$ cat config.mk
export PLATFORM = sky130hd
export DESIGN_NAME = chart_sequencer
export DESIGN_NICKNAME = d
export VERILOG_FILES = /design/src/rtl/chart_pkg.sv /design/src/rtl/chart_sequencer_ms_tick.sv /design/src/rtl/chart_sequencer.sv
export SDC_FILE = /design/constraint.sdc
export NUM_CORES = 1
export LEC_CHECK = 0
export CORE_ASPECT_RATIO = 0.7
export CORE_MARGIN = 4
export CORE_UTILIZATION = 55
export CTS_CLUSTER_DIAMETER = 30
export CTS_CLUSTER_SIZE = 10
export DETAILED_ROUTE_END_ITERATION = 12
export GPL_TIMING_DRIVEN = 0
export PLACE_DENSITY = 0.84
export REMOVE_ABC_BUFFERS = 1
export SLEW_MARGIN = 40
export SYNTH_ARGS = -nofsm -noshare
export SYNTH_HDL_FRONTEND = slang
export SYNTH_SLANG_ARGS = --single-unit
$ cat constraint.sdc
create_clock -name clk -period 7.4 [get_ports clk]
set_clock_uncertainty 0.1 [all_clocks]
set_input_delay 0.74 -clock clk [delete_from_list [all_inputs] [get_ports clk]]
set_output_delay 0.74 -clock clk [all_outputs]
set_load 0.01 [all_outputs]
$ cat src/rtl/chart_pkg.sv
`default_nettype none
// ==== chart_pkg | chart entry layout, end marker and sequencer states | rev 1.0 ====
package chart_pkg;
   localparam int TIME_MSB = 31;
   localparam int TIME_LSB = 12;
   localparam int LANE_MSB = 11;
   localparam int LANE_LSB = 8;
   localparam logic [19:0] END_TIME = 20'hFFFFF;

   typedef enum logic [2:0] {
      ST_IDLE  = 3'd0,
      ST_FETCH = 3'd1,
      ST_LATCH = 3'd2,
      ST_CHECK = 3'd3,
      ST_EMIT  = 3'd4,
      ST_DONE  = 3'd5
   } state_t;
endpackage
`default_nettype wire

$ cat src/rtl/chart_sequencer_ms_tick.sv
`default_nettype none
// ==== ms_tick | song-clock prescaler, one-cycle tick on each wrap | rev 1.0 ====
module ms_tick #(
   parameter int DIV = 100_000
) (
   input  logic clk,
   input  logic rst,
   input  logic clr,
   input  logic en,
   output logic tick
);
   localparam int CW = (DIV > 1) ? $clog2(DIV) : 1;
   localparam logic [CW-1:0] C_LAST = CW'(DIV - 1);

   logic [CW-1:0] count_q, count_d;

   // clr beats a simultaneous wrap, so a restart never produces a stray tick
   always_comb begin
      count_d = count_q;
      tick    = 1'b0;
      if (clr) begin
         count_d = '0;
      end else if (en) begin
         if (count_q == C_LAST) begin
            count_d = '0;
            tick    = 1'b1;
         end else begin
            count_d = count_q + CW'(1);
         end
      end
   end

   always_ff @(posedge clk) begin
      if (rst) count_q <= '0;
      else     count_q <= count_d;
   end
endmodule
`default_nettype wire

$ cat src/rtl/chart_sequencer.sv
`default_nettype none
// ==== chart_sequencer | song clock + chart ROM walker, releases notes LEAD_MS early | rev 1.0 ====
module chart_sequencer
   import chart_pkg::*;
#(
   parameter int CLK_HZ  = 100_000_000,
   parameter int TICK_HZ = 1000,
   parameter int LEAD_MS = 1000,
   parameter int ADDR_W  = 12
) (
   input  logic              clk,
   input  logic              rst,
   input  logic              start,
   input  logic              pause,
   input  logic [3:0]        music_id,
   output logic [ADDR_W-1:0] rom_addr,
   input  logic [31:0]       rom_data,
   output logic              note_valid,
   input  logic              note_ready,
   output logic [3:0]        note_lanes,
   output logic [19:0]       note_time,
   output logic [19:0]       song_ms,
   output logic              playing,
   output logic              done
);
   localparam int SLOT_W = ADDR_W - 4;

   state_t            state_q, state_d;
   logic [ADDR_W-1:0] addr_q, addr_d;
   logic [19:0]       ent_time_q, ent_time_d;
   logic [3:0]        ent_lanes_q, ent_lanes_d;
   logic              valid_q, valid_d;
   logic [3:0]        lanes_q, lanes_d;
   logic [19:0]       time_q, time_d;
   logic [19:0]       ms_q, ms_d;
   logic              playing_q, playing_d;
   logic              done_q, done_d;

   logic tick;
   logic due;
   logic last_slot;
   logic unused_rsvd;

   ms_tick #(.DIV(CLK_HZ / TICK_HZ)) u_ms_tick (
      .clk  (clk),
      .rst  (rst),
      .clr  (start),
      .en   (playing_q && !pause),
      .tick (tick)
   );

   assign unused_rsvd = ^rom_data[7:0];
   // 21-bit sum so a late chart near the top of the ms range cannot wrap
   assign due       = ({1'b0, ms_q} + 21'(LEAD_MS)) >= {1'b0, ent_time_q};
   assign last_slot = &addr_q[SLOT_W-1:0];

   always_comb begin
      state_d     = state_q;
      addr_d      = addr_q;
      ent_time_d  = ent_time_q;
      ent_lanes_d = ent_lanes_q;
      valid_d     = valid_q;
      lanes_d     = lanes_q;
      time_d      = time_q;
      done_d      = done_q;
      ms_d        = ms_q;

      if (tick && ms_q != END_TIME) ms_d = ms_q + 20'd1;

      case (state_q)
         ST_IDLE: ;
         ST_FETCH: state_d = ST_LATCH;
         ST_LATCH: begin
            ent_time_d  = rom_data[TIME_MSB:TIME_LSB];
            ent_lanes_d = rom_data[LANE_MSB:LANE_LSB];
            state_d     = ST_CHECK;
         end
         ST_CHECK: begin
            if (ent_lanes_q == 4'd0) begin
               if (ent_time_q == END_TIME || last_slot) begin
                  state_d = ST_DONE;
                  done_d  = 1'b1;
               end else begin
                  addr_d  = addr_q + ADDR_W'(1);
                  state_d = ST_FETCH;
               end
            end else if (due) begin
               valid_d = 1'b1;
               lanes_d = ent_lanes_q;
               time_d  = ent_time_q;
               state_d = ST_EMIT;
            end
         end
         ST_EMIT: begin
            if (note_ready) begin
               valid_d = 1'b0;
               if (last_slot) begin
                  state_d = ST_DONE;
                  done_d  = 1'b1;
               end else begin
                  addr_d  = addr_q + ADDR_W'(1);
                  state_d = ST_FETCH;
               end
            end
         end
         ST_DONE: ;
         default: state_d = ST_IDLE;
      endcase

      // restart from any state, abandoning a pending note
      if (start) begin
         state_d = ST_FETCH;
         addr_d  = {music_id, {SLOT_W{1'b0}}};
         valid_d = 1'b0;
         done_d  = 1'b0;
         ms_d    = '0;
      end

      playing_d = (state_d != ST_IDLE);
   end

   always_ff @(posedge clk) begin
      if (rst) begin
         state_q     <= ST_IDLE;
         addr_q      <= '0;
         ent_time_q  <= '0;
         ent_lanes_q <= '0;
         valid_q     <= 1'b0;
         lanes_q     <= '0;
         time_q      <= '0;
         ms_q        <= '0;
         playing_q   <= 1'b0;
         done_q      <= 1'b0;
      end else begin
         state_q     <= state_d;
         addr_q      <= addr_d;
         ent_time_q  <= ent_time_d;
         ent_lanes_q <= ent_lanes_d;
         valid_q     <= valid_d;
         lanes_q     <= lanes_d;
         time_q      <= time_d;
         ms_q        <= ms_d;
         playing_q   <= playing_d;
         done_q      <= done_d;
      end
   end

   assign rom_addr   = addr_q;
   assign note_valid = valid_q;
   assign note_lanes = lanes_q;
   assign note_time  = time_q;
   assign song_ms    = ms_q;
   assign playing    = playing_q;
   assign done       = done_q;
endmodule
`default_nettype wire

==> qor.yml <==
tightest_slew_ns: 0.7307
outcome: "completed"
max_freq_mhz: 253.9
area_growth_pct: 25.15
timing.final.crit_share_pct: 53.23
io-pin-count: 100
vias: 4561
cts_max_path_buffers: 2
nets: 756
rsz0062_at_grt: "false"
yosysWarnings: 0
critical_path_class: "flop to flop"
drv_cap: 0
critPathCaptureType: "flop"
cts_setup_buffers: 0
postSynthCellCount: 614
synth_top_area_share_pct: 40.68
path_max_fanout: 12
drive_above_1_share_pct: 4.310
drtPass1Iterations: 4
grt_usage_pct: 24.24
coreArea_mm2: 0.008723
antenna_found_initial: 0
setup_viol: 0
root_buffer: "clkbuf_16"
synth_edf_count: 0
cts_resized: 0
port_buffers: 91
gr-total-overflow: 0
via_per_inst: 5.589
synth_seq_cells: 103
irDropWorstVdd_mv: 0.1148
dp_hpwl_um: 9016
grt_pass1_vias: 4534
fp.dieH_um: 88.32
gp_congestion: 0.9139
worstRegToRegCells: 14
cts_tree: "built"
remaining_drc_errors: 0
async_reset_ff_share_pct: 0
synth_area_per_cell_um2: 8.255
grt_pass1_wl_um: 21050
synth_seq_area_share_pct: 40.68
startpoint: "song_ms[5]"
fp.dieW_um: 122.7
r2r-start: "song_ms[5]"
tns_ns: 0
power_density_mw_per_mm2: 176.2
cp-start-kind: "flop"
r2r_slack_ns: 3.46
n_antenna_cell: 0
hold_violations: 0
cp.required_ns: 7.52
cts_buffers: 9
hp-class: "flop to flop"
synth_most_common_cell: "dfxtp_1"
power.leakage_uw: 0.002395
slew-limit-headroom_pct: 51.29
grt_max_degree: 55
clkTransAtPathRegs_ns: 0.07
htree_levels: 3
synthTopCellsByCount: "dfxtp_1, nand2_1, nor2_1"
wirelength_um: 12450
initial_core_util_pct: 58.10
syn_area_mm2: 0.005069
crit_arrival_ns: 4.06
setup_slack_ns: 3.461
dominantRegCellSynth: "dfxtp_1"
pre_cts_ws_ns: 3.536
finalCriticalPeriod_ns: 3.939
wire_per_inst_um: 15.25
crit_end: "note_time[16]"
clk_latency_ns: 0.35
synth_cell_types: 46
synth_top_area_cell: "dfxtp_1"
die_area_mm2: 0.01084
antenna_left: 0
rows: 28
synth.area.top_cells: "dfxtp_1, nand2_1, nor2_1"
r2r-end: "note_time[16]"
cts_hold_buf: 0
drv_slew: 0
cts.sinks: 103
drt_iter0_markers: 285
through the flow:
step	cell area [µm²]	utilization, %	std cells	total power (µW)	hold WS, ns
finish	6344	72.72	816	1118	0.3762
global route	6344	72.72	816	1159	0.4190
CTS	6336	72.63	815	1123	0.3806
detailed placement	6026	69.08	799	643.4	0.3618
global placement	5986	68.62	797	640.1	0.3642
floorplan	4925	-	586	606.0	0.3423
how the worst min path moves through the flow:
| stage | startpoint | cells after the start | end |
|---|---|---|---|
| after floorplan | ent_lanes_q[2] | 2 | ent_lanes_q[2] |
| after detailed placement | note_valid | 2 | note_valid |
| final | note_valid | 2 | note_valid |
| after CTS | note_valid | 2 | note_valid |
| after global routing | ent_lanes_q[3] | 2 | ent_lanes_q[3] |
| after global placement | ent_lanes_q[0] | 2 | ent_lanes_q[0] |
cell families (layout without fill, tap and decap cells):
kind of cell | count (synthesis) | count (layout) | share of synthesized area, %
compound gates | 85 | 85 | 9.455
xor+xnor | 49 | 49 | 8.467
fa+ha+maj | 24 | 24 | 5.925
buf+inv | 60 | 142 | 5.209
flops | 103 | 103 | 40.68
mux | 27 | 27 | 5.332
simple gates | 266 | 266 | 24.93
registers in the layout, summed over array words and instances (netlist names):
name,count
state_q,3
song_ms,20
ent_lanes_q,4
playing,1
note_lanes,4
done,1
rom_addr,12
note_valid,1
ent_time_q,20
u_ms_tick.count_q,17
note_time,20
placed cells by master, fill, tap and decap left out, drive strengths merged, types with 24 or more instances in the layout:
cell / Yosys / layout
nor2: 82 / 82
dfxtp: 103 / 103
nand2: 85 / 85
ha: 24 / 24
clkdlybuf4s50: 0 / 90
inv: 32 / 32
xor2: 26 / 26
mux2i: 27 / 27
a21oi: 52 / 52
layout make-up:
class	count	area (µm²)
sequential	103	2062
clock buffer	12	256.5
inverter	32	120.1
tap	120	150.1
timing repair buffer	94	943.4
multi-input combinational	451	2758
fill	641	2380
clock inverter	4	53.80
layer usage:
metal / track usage, % / vias to the layer above / wire (µm)
met5: 0 / - / 0
met3: 6.901 / 28 / 822
met2: 38.82 / 154 / 5663
li1: - / 2242 / -
met1: 31.55 / 2137 / 5727
met4: 8.740 / 0 / 232
worst max-delay path, cell delays in order (launching register included):
cell and delay, ns:
dfxtp_1 0.41, or4_4 0.61, o31ai_1 0.50, nor2_1 0.13, xor2_1 0.17, ha_1 0.19
a211oi_1 0.23, nand2_1 0.09, o21ai_0 0.21, nand4_2 0.21, o21ai_4 0.28, buf_8 0.21
buf_8 0.19, mux2i_1 0.22, nor2_1 0.06
where the power goes:
part | switching [µW] | internal [µW]
Clock | 205 | 281
Sequential | 7.07 | 561
Combinational | 33.9 | 30.3
No activity file was read; power rests on OpenSTA's default activity.
